===== config.mk =====
export PLATFORM = sky130hd
export DESIGN_NAME = uart_rx_basic
export DESIGN_NICKNAME = d
export VERILOG_FILES = /design/src/rtl/uart_rx_basic.sv
export SDC_FILE = /design/constraint.sdc
export NUM_CORES = 1
export LEC_CHECK = 0
export ABC_CLOCK_PERIOD_IN_PS = 1930
export CORE_MARGIN = 5
export CORE_UTILIZATION = 51
export DETAILED_ROUTE_END_ITERATION = 6
export GPL_TIMING_DRIVEN = 0
export PLACE_DENSITY = 0.74
export SYNTH_ARGS = -nofsm -noshare
export SYNTH_HDL_FRONTEND = slang
export SYNTH_SLANG_ARGS = --single-unit

===== constraint.sdc =====
create_clock -name clk -period 1.93 [get_ports clk]
set_clock_uncertainty 0.05 [all_clocks]
set_input_delay 0.579 -clock clk [delete_from_list [all_inputs] [get_ports clk]]
set_output_delay 0.579 -clock clk [all_outputs]
set_load 0.05 [all_outputs]

===== src/rtl/uart_rx_basic.sv =====
// 8N1 UART receiver: 2-FF synchronised rx, mid-bit sampling, framing-error detection.
// Define UART_RX_PARITY_EN to add an even-parity bit between data and stop (8E1).
module uart_rx_basic #(
  parameter int CLK_FREQ  = 50000000,
  parameter int BAUD_RATE = 115200
) (
  input  logic       clk,
  input  logic       rst_n,
  input  logic       rx,
  output logic [7:0] data_out,
  output logic       valid,
  output logic       frame_err,
  output logic       parity_err,
  output logic       busy
);

  localparam int N  = CLK_FREQ / BAUD_RATE;
  localparam int H  = N / 2;
  localparam int CW = (N > 1) ? $clog2(N) : 1;

  localparam logic [CW-1:0] N_M1 = CW'(N - 1);
  localparam logic [CW-1:0] H_M1 = CW'(H - 1);

  typedef enum logic [2:0] {
    IDLE    = 3'd0,
    START   = 3'd1,
    DATA    = 3'd2,
`ifdef UART_RX_PARITY_EN
    PARITY  = 3'd3,
`endif
    STOP    = 3'd4,
    WAIT_HI = 3'd5
  } state_t;

  state_t        state;
  logic          rx_meta;
  logic          rx_s;
  logic [CW-1:0] cnt;
  logic [2:0]    bit_idx;
  logic [7:0]    shift;

  // rx is asynchronous to clk; both flops reset to the idle (high) line level
  always_ff @(posedge clk or negedge rst_n) begin
    if (!rst_n) begin
      rx_meta <= 1'b1;
      rx_s    <= 1'b1;
    end else begin
      rx_meta <= rx;
      rx_s    <= rx_meta;
    end
  end

`ifdef UART_RX_PARITY_EN
  logic parity_bad;
`endif

  always_ff @(posedge clk or negedge rst_n) begin
    if (!rst_n) begin
      state     <= IDLE;
      cnt       <= '0;
      bit_idx   <= '0;
      shift     <= '0;
      data_out  <= '0;
      valid     <= 1'b0;
      frame_err <= 1'b0;
`ifdef UART_RX_PARITY_EN
      parity_err <= 1'b0;
      parity_bad <= 1'b0;
`endif
    end else begin
      valid     <= 1'b0;
      frame_err <= 1'b0;
`ifdef UART_RX_PARITY_EN
      parity_err <= 1'b0;
`endif
      case (state)
        IDLE: begin
          cnt     <= '0;
          bit_idx <= '0;
          if (!rx_s) state <= START;
        end

        START: begin
          if (cnt == H_M1) begin
            cnt   <= '0;
            // a start bit that has gone high again by mid-bit is a glitch
            state <= rx_s ? IDLE : DATA;
          end else begin
            cnt <= cnt + 1'b1;
          end
        end

        DATA: begin
          if (cnt == N_M1) begin
            cnt            <= '0;
            shift[bit_idx] <= rx_s;
            bit_idx        <= bit_idx + 1'b1;
            if (bit_idx == 3'd7) begin
`ifdef UART_RX_PARITY_EN
              state <= PARITY;
`else
              state <= STOP;
`endif
            end
          end else begin
            cnt <= cnt + 1'b1;
          end
        end

`ifdef UART_RX_PARITY_EN
        PARITY: begin
          if (cnt == N_M1) begin
            cnt        <= '0;
            parity_bad <= ^{shift, rx_s};
            state      <= STOP;
          end else begin
            cnt <= cnt + 1'b1;
          end
        end
`endif

        STOP: begin
          if (cnt == N_M1) begin
            cnt <= '0;
            if (rx_s) begin
              data_out <= shift;
              valid    <= 1'b1;
`ifdef UART_RX_PARITY_EN
              parity_err <= parity_bad;
`endif
              state    <= IDLE;
            end else begin
              frame_err <= 1'b1;
              state     <= WAIT_HI;
            end
          end else begin
            cnt <= cnt + 1'b1;
          end
        end

        // a break or stuck-low line must go high before another start is accepted
        WAIT_HI: begin
          if (rx_s) state <= IDLE;
        end

        default: state <= IDLE;
      endcase
    end
  end

`ifndef UART_RX_PARITY_EN
  assign parity_err = 1'b0;
`endif

  assign busy = (state != IDLE);

endmodule


* Word-level counts from Yosys, hierarchy flattened *
Cells that the tools add are included.
W data, S select, Z words.

word-level totals
  register bits = 35
  latch bits = 0
  RAM bits = 0
  memory bits (read-only) = 0
  input port bits = 3
  output and inout bits = 12
  word-level logic and storage cells = 59
  memories = 0

cells by class
  add/sub/neg operators = 2
  multipliers = 0
  div/mod/pow operators = 0
  magnitude comparators = 2
  eq/ne operators = 13
  shifts and indexed selects = 0
  mux-type cells = 23
  bitwise logic cells = 0
  reductions and logical operators = 10

operator list
  cell                   count
  $pmux W9 S3            1
  $mux W3                8
  $mux W9                2
  $pmux W3 S5            1
  $ne A2 B2 Y1 const B   6
  $add A9 B1 Y9 const B  1
  $eq A3 B3 Y1 const B   3
  $eq A9 B8 Y1 const B   1
  $eq A9 B9 Y1 const B   1
  $bwmux W8              1
  $mux W1                7
  $pmux W3 S2            1
  $reduce_and A6 Y1      1
  $reduce_bool A3 Y1     2
  $lt A3 B4 Y1 const B   1
  $reduce_and A2 Y1      2
  $add A3 B1 Y3 const B  1
  $demux W1 S3           1
  $eq A3 B1 Y1 const B   1
  $eq A3 B2 Y1 const B   1
  $ge A3 B1 Y1 const B   1
  $logic_not A3 Y1       1
  $reduce_and A3 Y1      1
  $mux W2                1
  other kinds (3)        3

* Logic depth before layout (Yosys ltp) *
  word-level depth = 5
  depth in mapped cells = 7
  gate-level depth less buffers = 6

* Worst setup path before layout *
Ideal clock, no wire load.

  path kind = register to register
  start point = reg cnt[1]
  end point = reg data_out[0]
  library setup time = 0.125 ns
  arrival = 1.870 ns
  data required time = 1.755 ns
  path slack = -0.115 ns
  stages on the path, launching flop included = 8
  path buffers = 1
  period minus slack after synthesis = 2.045 ns
  cells stage by stage = dfrtp_1 > inv_1 > ha_1 > and4bb_2 > nand2_2 > or4_4 > buf_6 > mux2_4

between the ends
  word-level cells in the longest chain between the ends = 2

ends and longest elaborated chain
  element                      RTL line  RTL
  start, declared              38        logic [CW-1:0] cnt;
  start signal, assigned       89        cnt <= cnt + 1'b1;
  start signal, assigned       106       cnt <= cnt + 1'b1;
  start signal, assigned       137       cnt <= cnt + 1'b1;
  $eq A9 B9 Y1                 123       if (cnt == N_M1) begin
  $reduce_and A3 Y1 (no line)  n/a
  end signal, assigned         126       data_out <= shift;
  end, declared                10        output logic [7:0] data_out,

Every way passes these cells.
A chain may end at the register's enable or synchronous reset.

* Worst setup path in the final report *
  start point = reg state[0]
  end point = reg shift[3]

between the ends
  word-level cells in the longest chain between the ends = 2

ends and longest elaborated chain
  element                        RTL line  RTL
  start, declared                35        state_t state;
  start signal, assigned         87        state <= rx_s ? IDLE : DATA;
  $eq A3 B2 Y1                   76        case (state)
  $reduce_and A2 Y1 (no line)    n/a
  end signal, assigned by index  96        shift[bit_idx] <= rx_s;
  end, declared                  40        logic [7:0] shift;

Every way passes these cells.

==> flow_summary.yaml <==
die:
  die_area_um2: 4900
  placeableCoreArea_um2: 3420
  die_height_um: 70.0
  fp-row-count: 21
  ios: 15
  initial_utilization_pct: 53.7
  die_x_um: 70.0
cts:
  cts_sinks: 35
  clk_pin_slew_ns: 0.11
  h-tree-depth: 2
  cts_buffers: 5
  clockBufferDepth: 2
  cts_tree: "yes"
  insertion_delay_ns: 0.35
  cts_root_buf: "clkbuf_4"
  postCtsHoldBufs: 0
critical_path:
  cp_num_buf_inv: 1
  critPathLaunchType: "flop"
  endpoint_kind: "flop"
  r2r_cells: 5
  crit_type: "flop to flop"
  critical_path_required_ns: 2.12
  path_depth: 5
  cp-startpoint: "state[0]"
  cp.arrival_ns: 2.39
  cp_slowest_stage_delay_ns: 0.55
  r2r-start: "state[0]"
  cpLargestDelayFamily: "simple AND/OR/NAND/NOR gates"
  crit_slowest_cell: "or4_4"
  r2r_slack_ns: -0.27
  path_max_fanout: 4
  path_cells: "buf_6, or3b_4, or4_4, nor3b_2, mux2_4"
status:
  status: "finished, violations left"
  violations: "negative setup slack"
power_and_ir_drop:
  p_switching_mw: 0.271
  finalPower_mw: 1.16
  p_leak_nw: 1.06
  clkPwrFrac_pct: 33.7
  p_per_area_nw_per_um2: 503
  p_sw_share_pct: 23.5
  ir_drop_v: 0.000311
  seqPwrFrac_pct: 63.9
  internal_power_mw: 0.884
  combPwrFrac_pct: 2.4
logic_synthesis:
  synth_largest_area_cell: "dfrtp_1"
  async_reset_ff_share_pct: 100
  synth_cells: 171
  ys_ff_latch: 35
  synth_enable_flop_cells: 0
  netlist_top_cells_count: "dfrtp_1, nand2_1, mux2_2, mux2_4, nor2_1"
  synth_ff_type: "dfrtp_1"
  synthDistinctLibCells: 47
  synth_area_um2: 1830
  ys_seq_area_share_pct: 47.9
  syn_area_per_cell_um2: 10.7
  yosys_warnings: 0
  synth_nets: 179
  yosysMostFrequentCell: "dfrtp_1"
  synth.area.top_cells: "dfrtp_1, mux2_4, mux2_2, nand2_1, ha_1"
  synth.top_cell.area_share_pct: 45.0
global_route:
  grt_pass1_vias: 1464
  grt_usage_pct: 17.2
  grt_antenna_before_repair: 0
  grt_max_degree: 36
  grt_pass1_wl_mm: 6.69
  grt_overflow_total: 0
place:
  dp_slack_ns: -0.420
  place_inst: 230
  place_area_um2: 2040
  place.gp.congestion: 0.851
  io_buffers: 13
  dp_hpwl_mm: 2.45
routing:
  via_per_inst: 5.75
  wl_per_cell_um: 16.2
  drt_iter0_markers: 80
  drt-pass1-iter-count: 4
  ant_nets: 0
  routed_wirelength_mm: 4.04
  route.detailed.drc: 0
  num_vias: 1432
timing:
  tightest_slew_ns: 0.744
  period_needed_ns: 2.20
  finalSetupViolCount: 18
  slew_viol_final: 0
  timing_hold_violations_final: 0
  finalCritPeriodShare_pct: 114
  relSlewSlack_pct: 50.4
  setup_ws_ns: -0.272
  grt_setup_unrepaired: "yes"
  fmax_mhz: 454
final_layout:
  drive_gt1_share_pct: 31.5
  antenna_cells: 0
  fin_area_um2: 2290
  areaGrowthSynthToFinish_pct: 25.1
  fin_nets: 210
  ff_latch_area_um2: 878
  final_cells: 249
  multi_input_area_um2: 982
  utilization_pct: 67.2
  fillers: 248
hold_path:
  hp-class: "input pin to asynchronous set/reset pin"
job:
  cap_violations: 0
==> routing by layer <==
| layer | vias to the layer above | wire (um) | GRT usage (%) |
|---|---|---|---|
| met1 | 718 | 1670 | 20.5 |
| met2 | 38 | 2120 | 28.8 |
| li1 | 669 | - | - |
| met5 | - | 0 | 0 |
| met4 | 0 | 79 | 7.23 |
| met3 | 7 | 167 | 5.02 |
==> state kept, by name, summed over array words and instances (netlist names) <==
register / count
frame_err: 1
valid: 1
cnt: 9
shift: 8
bit_idx: 3
state: 3
rx_s: 1
data_out: 8
rx_meta: 1
==> power groups by stage <==
stage / registers (mW) / logic (mW) / clock network (mW)
floorplan: 0.752 / 0.00924 / 0
global placement: 0.752 / 0.0287 / 0
detailed placement: 0.753 / 0.0284 / 0
CTS: 0.739 / 0.0286 / 0.399
global route: 0.739 / 0.0319 / 0.433
finish: 0.738 / 0.0276 / 0.389
==> cell type report <==
type	instances	area share [%]
Multi-Input combinational cell	118	42.8
Sequential cell	35	38.3
Timing Repair Buffer	25	10.1
Buffer	10	3.00
Tap cell	46	2.51
Clock buffer	7	1.96
Inverter	7	1.15
Clock inverter	1	0.218
==> layout by cell type (no fill, tap or decap), types with 4 or more instances in the layout <==
cell / n
a21oi_1: 6
nand2_1: 18
clkbuf_4: 7
buf_4: 12
nor3_1: 4
dlygate4sd2_1: 10
inv_1: 6
o21ai_0: 4
clkbuf_1: 4
dfrtp_1: 33
o22ai_1: 5
nand3b_1: 4
nor2_1: 6
nand3_1: 6
ha_1: 4
mux2_4: 13
==> worst paths after layout <==
check                               to
max reg2reg                   shift[3]
max                           shift[3]
min in group clk                  rx_s
max in group asynchronous  data_out[3]
min                             cnt[5]
min reg2reg                       rx_s
==> kinds of logic after synthesis <==
family	synth area share [%]
AND/OR/NAND/NOR	19.8
flip-flops	47.9
AO/OA/AOI/OAI	10.0
buffers and inverters	4.71
multiplexers	11.5
adder cells (fa/ha/maj)	3.96
XOR/XNOR	1.91
other	0.204
==> per-stage QoR <==
| stage | setup TNS [ns] | hold slack (ns) |
|---|---|---|
| 2_1_floorplan | -0.620 | 0.233 |
| 3_3_place_gp | -19.10 | 0.299 |
| 3_5_place_dp | -4.20 | 0.312 |
| 4_1_cts | -2.02 | 0.263 |
| 5_1_grt | -3.56 | 0.291 |
| 6_report | -2.55 | 0.237 |
==> repair_timing <==
action,in CTS,in global routing
setup endpoints to repair,36,28
buffers inserted,8,3
resized for setup,34,10
pin swaps,1,1
cloned,1,0
Power figures use the tool's default switching activity.
